$ cat config.mk
export PLATFORM = sky130hd
export DESIGN_NAME = ref_clk_gen
export DESIGN_NICKNAME = d
export VERILOG_FILES = /design/src/rtl/adpll_pkg.sv /design/src/rtl/ref_period_counter.sv /design/src/rtl/ref_clk_gen.sv
export SDC_FILE = /design/constraint.sdc
export NUM_CORES = 1
export LEC_CHECK = 0
export CORE_MARGIN = 4
export CORE_UTILIZATION = 57
export DETAILED_ROUTE_END_ITERATION = 6
export GPL_TIMING_DRIVEN = 0
export PLACE_DENSITY = 0.74
export SLEW_MARGIN = 20
export SYNTH_ARGS = -nofsm -noshare
export SYNTH_HDL_FRONTEND = slang
export SYNTH_HIERARCHICAL = 1
export SYNTH_SLANG_ARGS = --single-unit
$ cat constraint.sdc
create_clock -name fpga_clk_i -period 11 [get_ports fpga_clk_i]
set_input_delay 2.2 -clock fpga_clk_i [delete_from_list [all_inputs] [get_ports fpga_clk_i]]
set_output_delay 2.2 -clock fpga_clk_i [all_outputs]
set_load 0.005 [all_outputs]
$ cat src/rtl/adpll_pkg.sv
// adpll_pkg: shared types and constants for the ADPLL reference-clock generator and phase detector.
// Contents:
//   refgen_state_t  - reference generator state (IDLE, RUN, DRAIN)
//   MIN_PERIOD      - smallest period the generator will produce
//   REF_*_WIDTH     - default widths shared with the phase detector
package adpll_pkg;

    typedef enum logic [1:0] {
        IDLE,
        RUN,
        DRAIN
    } refgen_state_t;

    localparam int MIN_PERIOD       = 2;
    localparam int REF_PERIOD_WIDTH = 12;
    localparam int REF_STEP_WIDTH   = 8;

endpackage

$ cat src/rtl/ref_period_counter.sv
// ref_period_counter: period counter, wrap detect and registered square-wave compare.
// Ports:
//   clk, rst  - clock, synchronous active-high reset
//   en        - counter runs while high, held at 0 otherwise
//   len       - length of the current period in cycles
//   half      - number of high cycles at the start of each period
//   wrap      - combinational, high on the last cycle of a period
//   ref_clk   - registered waveform, one cycle behind the counter
//   rise      - registered pulse aligned with the rising edge of ref_clk
module ref_period_counter
    import adpll_pkg::*;
#(
    parameter int PERIOD_WIDTH = REF_PERIOD_WIDTH
) (
    input  logic                    clk,
    input  logic                    rst,
    input  logic                    en,
    input  logic [PERIOD_WIDTH-1:0] len,
    input  logic [PERIOD_WIDTH-1:0] half,
    output logic                    wrap,
    output logic                    ref_clk,
    output logic                    rise
);

    logic [PERIOD_WIDTH-1:0] cnt_q;

    assign wrap = en && (cnt_q == len - 1'b1);

    always_ff @(posedge clk) begin
        if (rst) begin
            cnt_q   <= '0;
            ref_clk <= 1'b0;
            rise    <= 1'b0;
        end else begin
            cnt_q   <= (!en || wrap) ? '0 : cnt_q + 1'b1;
            ref_clk <= en && (cnt_q < half);
            rise    <= en && (cnt_q == '0);
        end
    end

endmodule

$ cat src/rtl/ref_clk_gen.sv
// ref_clk_gen: programmable glitch-free reference clock for the ADPLL, with period and phase-step handshakes.
// Ports:
//   fpga_clk_i, reset_i            - clock, synchronous active-high reset
//   enable_i                       - level-sensitive run request
//   period_i/_valid_i/_ready_o     - new nominal period (values below 2 act as 2)
//   step_i/_valid_i/_ready_o       - signed one-period phase step
//   ref_clk_o                      - generated reference clock (registered)
//   ref_rise_o                     - pulse in the cycle ref_clk_o goes high
//   active_o                       - generator is running or draining its last period
module ref_clk_gen
    import adpll_pkg::*;
#(
    parameter int                      PERIOD_WIDTH   = REF_PERIOD_WIDTH,
    parameter int                      STEP_WIDTH     = REF_STEP_WIDTH,
    parameter logic [PERIOD_WIDTH-1:0] DEFAULT_PERIOD = 12'd512
) (
    input  logic                         fpga_clk_i,
    input  logic                         reset_i,
    input  logic                         enable_i,
    input  logic [PERIOD_WIDTH-1:0]      period_i,
    input  logic                         period_valid_i,
    output logic                         period_ready_o,
    input  logic signed [STEP_WIDTH-1:0] step_i,
    input  logic                         step_valid_i,
    output logic                         step_ready_o,
    output logic                         ref_clk_o,
    output logic                         ref_rise_o,
    output logic                         active_o
);

    // two guard bits keep period + step free of overflow before saturation
    localparam int                     AW      = PERIOD_WIDTH + 2;
    localparam logic signed [AW-1:0]   LEN_MAX = AW'((1 << PERIOD_WIDTH) - 1);

    refgen_state_t                state_q, state_d;
    logic                         upd, wrap;
    logic [PERIOD_WIDTH-1:0]      period_q, half_q, len_q, pend_period_q;
    logic [PERIOD_WIDTH-1:0]      period_clamped, period_nxt, half_nxt, len_nxt;
    logic signed [STEP_WIDTH-1:0] pend_step_q;
    logic                         pend_period_valid, pend_step_valid;
    logic signed [AW-1:0]         step_ext, sum, len_lo;

    assign period_ready_o = !pend_period_valid;
    assign step_ready_o   = !pend_step_valid;

    assign period_clamped = (period_i < PERIOD_WIDTH'(MIN_PERIOD)) ? PERIOD_WIDTH'(MIN_PERIOD) : period_i;

    // update applied at a wrap that continues running, or at the start
    assign period_nxt = pend_period_valid ? pend_period_q : period_q;
    assign half_nxt   = period_nxt >> 1;
    assign step_ext   = pend_step_valid ? AW'(pend_step_q) : '0;
    assign sum        = $signed({2'b00, period_nxt}) + step_ext;
    assign len_lo     = $signed({2'b00, half_nxt}) + $signed(AW'(1));
    assign len_nxt    = (sum < len_lo) ? len_lo[PERIOD_WIDTH-1:0] :
                        (sum > LEN_MAX) ? LEN_MAX[PERIOD_WIDTH-1:0] : sum[PERIOD_WIDTH-1:0];

    // a stop request sampled on the wrap cycle ends the run right there,
    // since the current period is already complete
    always_comb begin
        state_d = state_q;
        upd     = 1'b0;
        case (state_q)
            IDLE: begin
                upd     = enable_i;
                state_d = enable_i ? RUN : IDLE;
            end
            RUN: begin
                upd     = wrap && enable_i;
                state_d = enable_i ? RUN : (wrap ? IDLE : DRAIN);
            end
            DRAIN: begin
                upd     = wrap && enable_i;
                state_d = wrap ? (enable_i ? RUN : IDLE) : DRAIN;
            end
            default: state_d = IDLE;
        endcase
    end

    always_ff @(posedge fpga_clk_i) begin
        if (reset_i) begin
            state_q           <= IDLE;
            period_q          <= DEFAULT_PERIOD;
            half_q            <= DEFAULT_PERIOD >> 1;
            len_q             <= DEFAULT_PERIOD;
            pend_period_q     <= '0;
            pend_step_q       <= '0;
            pend_period_valid <= 1'b0;
            pend_step_valid   <= 1'b0;
            active_o          <= 1'b0;
        end else begin
            state_q  <= state_d;
            active_o <= state_q != IDLE;
            if (upd) begin
                period_q <= period_nxt;
                half_q   <= half_nxt;
                len_q    <= len_nxt;
            end
            // accept only when empty, consume only when full: the two never coincide
            pend_period_valid <= pend_period_valid ? !upd : period_valid_i;
            pend_step_valid   <= pend_step_valid ? !upd : step_valid_i;
            if (period_valid_i && period_ready_o)
                pend_period_q <= period_clamped;
            if (step_valid_i && step_ready_o)
                pend_step_q <= step_i;
        end
    end

    ref_period_counter #(
        .PERIOD_WIDTH(PERIOD_WIDTH)
    ) u_counter (
        .clk    (fpga_clk_i),
        .rst    (reset_i),
        .en     (state_q != IDLE),
        .len    (len_q),
        .half   (half_q),
        .wrap   (wrap),
        .ref_clk(ref_clk_o),
        .rise   (ref_rise_o)
    );

endmodule

==> results.sh, run 1 <==
export IMPL_outcome="completed"
export IMPL_cts_buffer_depth=2
export IMPL_crit_path_start_kind="flip-flop"
export IMPL_design_area_um2=5400
export IMPL_h_tree_depth=3
export IMPL_timing_setup_tns_ns=0
export IMPL_clock_power_share_pct=33.5
export IMPL_critical_path_arrival_ns=5.55
export IMPL_hold_buffers=0
export IMPL_drc=0
export IMPL_clk_pin_slew_ns=0.08
export IMPL_cts_buffers_inserted=9
export IMPL_grt_pass1_vias=4317
export IMPL_dieHeight_um=99.3
export IMPL_root_buffer="clkbuf_8"
export IMPL_grt_pass1_wl_um=20700
export IMPL_grt_max_degree=13
export IMPL_rrSetupSlack_ns=5.66
export IMPL_p_leak_nw=2.22
export IMPL_area_delta_synth_final_pct=13.7
export IMPL_antenna_left=0
export IMPL_slew_headroom_pct=41.7
export IMPL_worstHoldStart="pend_step_q[1]"
export IMPL_initial_core_util_pct=58.1
export IMPL_firstDrtPassIters=4
export IMPL_power_density_nw_per_um2=130
export IMPL_period_share_pct=48.5
export IMPL_final_nets=689
export IMPL_clk_latency_ns=0.36
export IMPL_slew_violations=0
export IMPL_hold_violations=0
export IMPL_cp_required_ns=11.21
export IMPL_synth_edff_count=0
export IMPL_fin_total_pwr_mw=0.700
export IMPL_num_rows=33
export IMPL_cts_tree="yes"
export IMPL_nFillCells=714
export IMPL_numPortBuffers=29
export IMPL_post_route_min_period_ns=5.34
export IMPL_routed_wl_um=12200
export IMPL_fp_coreArea_um2=8180
export IMPL_wl_per_cell_um=16.6
export IMPL_grt_usage_pct=25.9
export IMPL_dieArea_um2=9860
export IMPL_cts_sinks=63
export IMPL_post_cts_buffers=0
export IMPL_pin_count=30
export IMPL_crit_fanout=10
export IMPL_hold_class="flip-flop to flip-flop"
export IMPL_cts_resized=0
export IMPL_fin_skew_ns=0.0175
export IMPL_seq_area_um2=1260
export IMPL_drv_cap=0
export IMPL_switching_share_pct=33.3
export IMPL_grt_ovfl_total=0
export IMPL_diodes=0
export IMPL_setup_violations=0
export IMPL_p_seq_share_pct=37.6
export IMPL_viasPerCell=6.00
export IMPL_hold_end="pend_step_q[1]"
export IMPL_multi_input_area_um2=3240
export IMPL_drt_iter0_markers=189
export IMPL_critPathCaptureType="flip-flop"
export IMPL_seq_area_frac_synth_pct=26.5
export IMPL_syn_area_per_cell_um2=8.18
export IMPL_path_class="flip-flop to flip-flop"
export IMPL_vdd_drop_max_uv=86.9
export IMPL_worst_pin_slew_ns=0.866
export IMPL_hold_path_depth=2
export IMPL_final_util_pct=66.1
export IMPL_synth_seq_cells=63
export IMPL_synth_cell_types=73
export IMPL_reg2reg_to="len_q[9]"
export IMPL_mostFrequentLayoutCell="nand2_1"
export IMPL_synthArstFlopShare_pct=0
export IMPL_synth_ff_type="dfxtp_1"
export IMPL_syn_inst=581
export IMPL_final_cell_mix="69 x nand2_1, 63 x dfxtp_1, 48 x a21oi_1, 42 x ha_1, 39 x inv_1"
export IMPL_antenna_found_initial=0
export IMPL_max_clock_freq_mhz=187
export IMPL_die_x_um=99.3
export IMPL_vias=4383
export IMPL_r2r_cells=21
export IMPL_place_hpwl_um=9530
export IMPL_synth_net_count=649
export IMPL_p_int_mw=0.467
export IMPL_gp_congestion=0.910
export IMPL_dpl_cell_area_um2=5170
export IMPL_drive_above_1_share_pct=8.31
export IMPL_p_comb_share_pct=28.9
export IMPL_p_sw_mw=0.233
export IMPL_timing_rr_start="pend_period_valid"
export IMPL_synth_area_um2=4750
export IMPL_rsz0062_at_grt="no"
export IMPL_synth_warnings=6
layer usage:
| metal | routed length, µm | share of wire (%) | global-route usage (%) |
|---|---|---|---|
| met4 | 521 | 4.3 | 11.7 |
| met2 | 5630 | 46 | 41.7 |
| met1 | 5510 | 45 | 33.0 |
| met3 | 501 | 4.1 | 5.75 |
| met5 | 0 | 0 | 0 |
cells by family (layout without fill, tap and decap cells):
family	Yosys count	after routing	share of synthesized area, %
compound gates	146	146	22.7
xor+xnor	39	39	7.19
fa+ha+maj	43	43	11.5
buf+inv	60	105	5.24
flops	63	63	26.5
mux	18	18	4.03
other cells	1	1	0.0789
simple gates	211	211	22.7
area by class of cell:
cell class | instances | area share (%)
multi-input combinational | 458 | 60.0
clock inverter | 6 | 1.69
inverter | 39 | 2.71
timing repair buffer | 29 | 5.37
tap | 105 | 2.43
sequential | 63 | 23.3
clock buffer | 10 | 2.55
buffer | 21 | 1.90
how the worst max path moves through the flow:
stage,start,to,cells past startpoint
2_1_floorplan,pend_period_valid,len_q[11],20
3_3_place_gp,pend_period_valid,len_q[11],20
3_5_place_dp,pend_period_valid,len_q[9],21
4_1_cts,pend_period_valid,len_q[9],21
5_1_grt,pend_period_valid,len_q[11],20
6_report,pend_period_valid,len_q[9],21
state kept, by name, summed over array words and instances, names as in the netlist:
signal and cells:
active_o 1, pend_step_valid 1, u_counter/cnt_q 12, pend_step_q 8
u_counter/rise 1, period_q 12, pend_period_valid 1, u_counter/ref_clk 1
len_q 12, state_q 2, pend_period_q 12
synthesized netlist by cell type (all sizes together), types with 3 or more instances:
cell	number	area share (%)
nand2	71	5.7
dfxtp	63	27
a21oi	49	5.4
ha	42	11
inv	39	3.1
nor2	30	2.4
nor3	25	2.8
xnor2	22	4.1
o21ai	19	2.2
a31oi	17	3.7
nand3	17	1.8
xor2	17	3.1
nor4	13	1.7
clkbuf	12	0.95
mux2i	12	2.5
a211oi	11	1.7
and2	11	1.4
a21o	9	1.4
buf	9	1.2
a22o	8	1.5
nand2b	7	0.92
and3	6	0.82
mux2	6	1.5
nand4	6	0.79
nor2b	6	0.79
a221o	4	0.87
o21a	4	0.63
a22oi	3	0.47
nor3b	3	0.47
critical path, stage by stage (launching register included):
cell and delay [ns]:
dfxtp_1 0.33, buf_6 0.13, buf_2 0.25, buf_1 0.44, mux2_2 0.44, ha_1 0.24
fa_1 0.41, a21oi_1 0.24, o211ai_1 0.16, a31oi_1 0.26, nand2b_1 0.11, xor2_1 0.24
ha_1 0.30, and3_1 0.19, o2111ai_1 0.10, a21oi_1 0.07, a221o_2 0.46, o2111ai_1 0.21
a21o_1 0.18, o31a_1 0.16, buf_6 0.17, a31oi_2 0.10
power groups by stage:
| stage | Combinational, mW | Clock [mW] | Sequential (mW) |
|---|---|---|---|
| after global routing | 0.224 | 0.250 | 0.266 |
| after global placement | 0.192 | 0 | 0.267 |
| final | 0.202 | 0.234 | 0.263 |
| after CTS | 0.200 | 0.239 | 0.263 |
| after detailed placement | 0.199 | 0 | 0.268 |
| after floorplan | 0.151 | 0 | 0.262 |
metrics by stage:
stage | std cells | setup slack [ns] | hold slack [ns]
6_report | 731 | 5.66 | 0.454
5_1_grt | 731 | 5.27 | 0.486
4_1_cts | 731 | 5.71 | 0.457
3_5_place_dp | 715 | 5.75 | 0.447
3_3_place_gp | 715 | 5.80 | 0.443
2_1_floorplan | 581 | 6.36 | 0.432
No activity file was read; power rests on OpenSTA's default activity.
==> inputs of run 2 (changes only) <==
--- a/config.mk
+++ b/config.mk
@@ -6,10 +6,10 @@
 export NUM_CORES = 1
 export LEC_CHECK = 0
 export CORE_MARGIN = 4
-export CORE_UTILIZATION = 57
+export CORE_UTILIZATION = 55
 export DETAILED_ROUTE_END_ITERATION = 6
 export GPL_TIMING_DRIVEN = 0
-export PLACE_DENSITY = 0.74
+export PLACE_DENSITY = 0.75
 export SLEW_MARGIN = 20
 export SYNTH_ARGS = -nofsm -noshare
 export SYNTH_HDL_FRONTEND = slang
==> constraint.sdc (replaced) <==
create_clock -name fpga_clk_i -period 4.8 [get_ports fpga_clk_i]
set_input_delay 0.96 -clock fpga_clk_i [delete_from_list [all_inputs] [get_ports fpga_clk_i]]
set_output_delay 0.96 -clock fpga_clk_i [all_outputs]
set_load 0.005 [all_outputs]
==> results.sh, run 2 (same netlist as run 1, synthesis figures left out) <==
export IMPL_place_hpwl_um=9300
export IMPL_power_density_nw_per_um2=291
export IMPL_drv_cap=0
export IMPL_grt_ovfl_total=0
export IMPL_dieArea_um2=10200
export IMPL_slew_headroom_pct=43.6
export IMPL_fin_total_pwr_mw=1.62
export IMPL_antenna_found_initial=0
export IMPL_clk_latency_ns=0.35
export IMPL_root_buffer="clkbuf_8"
export IMPL_met3WireLength_um=668
export IMPL_p_leak_nw=2.29
export IMPL_hold_class="flip-flop to flip-flop"
export IMPL_die_x_um=101
export IMPL_initial_core_util_pct=57.3
export IMPL_grt_usage_pct=24.0
export IMPL_fin_skew_ns=0.0139
export IMPL_grt_pass1_wl_um=19700
export IMPL_outcome="completed"
export IMPL_h_tree_depth=3
export IMPL_drc=0
export IMPL_path_class="flip-flop to flip-flop"
export IMPL_numPortBuffers=29
export IMPL_cts_sinks=63
export IMPL_final_nets=702
export IMPL_vias=4473
export IMPL_crit_path_start_kind="flip-flop"
export IMPL_post_route_min_period_ns=4.64
export IMPL_period_share_pct=96.6
export IMPL_drt_iter0_markers=235
export IMPL_clk_pin_slew_ns=0.08
export IMPL_final_cell_mix="69 x nand2_1, 63 x dfxtp_1, 46 x a21oi_1, 41 x ha_1, 39 x inv_1"
export IMPL_timing_rr_start="pend_period_valid"
export IMPL_grt_max_degree=20
export IMPL_worstSetupStartpoint="pend_period_valid"
export IMPL_worstHoldStart="pend_step_q[3]"
export IMPL_critical_path_arrival_ns=4.85
export IMPL_wl_met2_um=5800
export IMPL_slew_violations=0
export IMPL_num_rows=33
export IMPL_vdd_drop_max_uv=230
export IMPL_routedLengthMet1_um=5280
export IMPL_max_clock_freq_mhz=216
export IMPL_cts_tree="yes"
export IMPL_critPathCaptureType="flip-flop"
export IMPL_firstDrtPassIters=5
export IMPL_mostFrequentLayoutCell="nand2_1"
export IMPL_grt_pass1_vias=4164
export IMPL_dieHeight_um=101
export IMPL_rrSetupSlack_ns=0.16
export IMPL_area_delta_synth_final_pct=17.0
export IMPL_worst_pin_slew_ns=0.839
export IMPL_hold_violations=0
export IMPL_diodes=0
export IMPL_cp_required_ns=5.01
export IMPL_drive_above_1_share_pct=11.7
export IMPL_pin_count=30
export IMPL_setup_violations=0
export IMPL_cts_buffer_depth=2
export IMPL_routed_top_layer="met4"
export IMPL_gp_congestion=0.931
export IMPL_hold_buffers=0
export IMPL_fin_ws_ns=0.163
export IMPL_viasPerCell=6.01
export IMPL_crit_fanout=11
export IMPL_wl_per_cell_um=16.4
export IMPL_cts_buffers_inserted=9
export IMPL_antenna_left=0
export IMPL_routed_wl_um=12200
export IMPL_dp_slack_ns=-0.508
export IMPL_fp_coreArea_um2=8300
==> run 2: cell count changes in the layout (fill, tap and decap cells not counted), sizes merged <==
cell	change
clkinv	+2
buf	+13
inv	-2
==> run 2: layer usage <==
metal  up-vias  global-route usage (%)
met5         -                       0
met1      2067                    30.6
met3        31                    4.84
met4         0                    10.5
met2       167                    39.1
li1       2208                       -
==> run 2: area by class of cell <==
type | count | area, µm²
Fill cell | 686 | 2740
Tap cell | 105 | 131
Sequential cell | 63 | 1260
Clock inverter | 6 | 95.1
Inverter | 39 | 146
Timing Repair Buffer | 43 | 395
Buffer | 20 | 109
Clock buffer | 10 | 128
Multi-Input combinational cell | 458 | 3300
==> run 2: per-stage QoR <==
| step | TNS [ns] | std cells | util (%) | hold slack (ns) | cell area (µm²) |
|---|---|---|---|---|---|
| after floorplan | 0 | 581 | - | 0.432 | 4750 |
| after global placement | -3.92 | 715 | 62.4 | 0.441 | 5170 |
| after detailed placement | -5.17 | 715 | 62.4 | 0.446 | 5170 |
| after CTS | 0 | 730 | 65.2 | 0.455 | 5410 |
| after global routing | -0.303 | 744 | 67.0 | 0.474 | 5560 |
| final | 0 | 744 | 67.0 | 0.452 | 5560 |
==> run 2: report_power, final <==
part | switching, mW | internal, mW | total, mW
logic | 0.273 | 0.226 | 0.498
registers | 0.0455 | 0.558 | 0.604
clock network | 0.220 | 0.296 | 0.516
total | 0.538 | 1.08 | 1.62
==> run 2: worst max-delay path, cell delays in order (launching register included) <==
cell and delay, ns:
dfxtp_1 0.34, buf_8 0.14, buf_6 0.16, mux2_2 0.38, ha_2 0.21, fa_2 0.36, a21oi_2 0.20, o211ai_1 0.15
a31oi_2 0.27, nand2b_1 0.13, xor2_2 0.17, ha_1 0.31, and3_1 0.19, o2111ai_1 0.09, a21oi_1 0.08, a221o_2 0.43
o2111ai_1 0.23, a21o_1 0.17, o31a_1 0.21, buf_4 0.18, a31oi_2 0.08
==> run 2: path summary, 6_finish.rpt <==
path | to | cells past startpoint
worst min-delay path | pend_step_q[3] | 2
worst min register to register | pend_step_q[3] | 2
worst max-delay path | len_q[5] | 20
worst max register to register | len_q[5] | 20
==> run 2: timing repair <==
action | 4_1_cts | 5_1_grt
endpoints found under the setup margin | 12 | 12
setup buffers | 0 | 13
gates resized for setup | 4 | 13
cloned | 0 | 1
pin swaps | 0 | 6
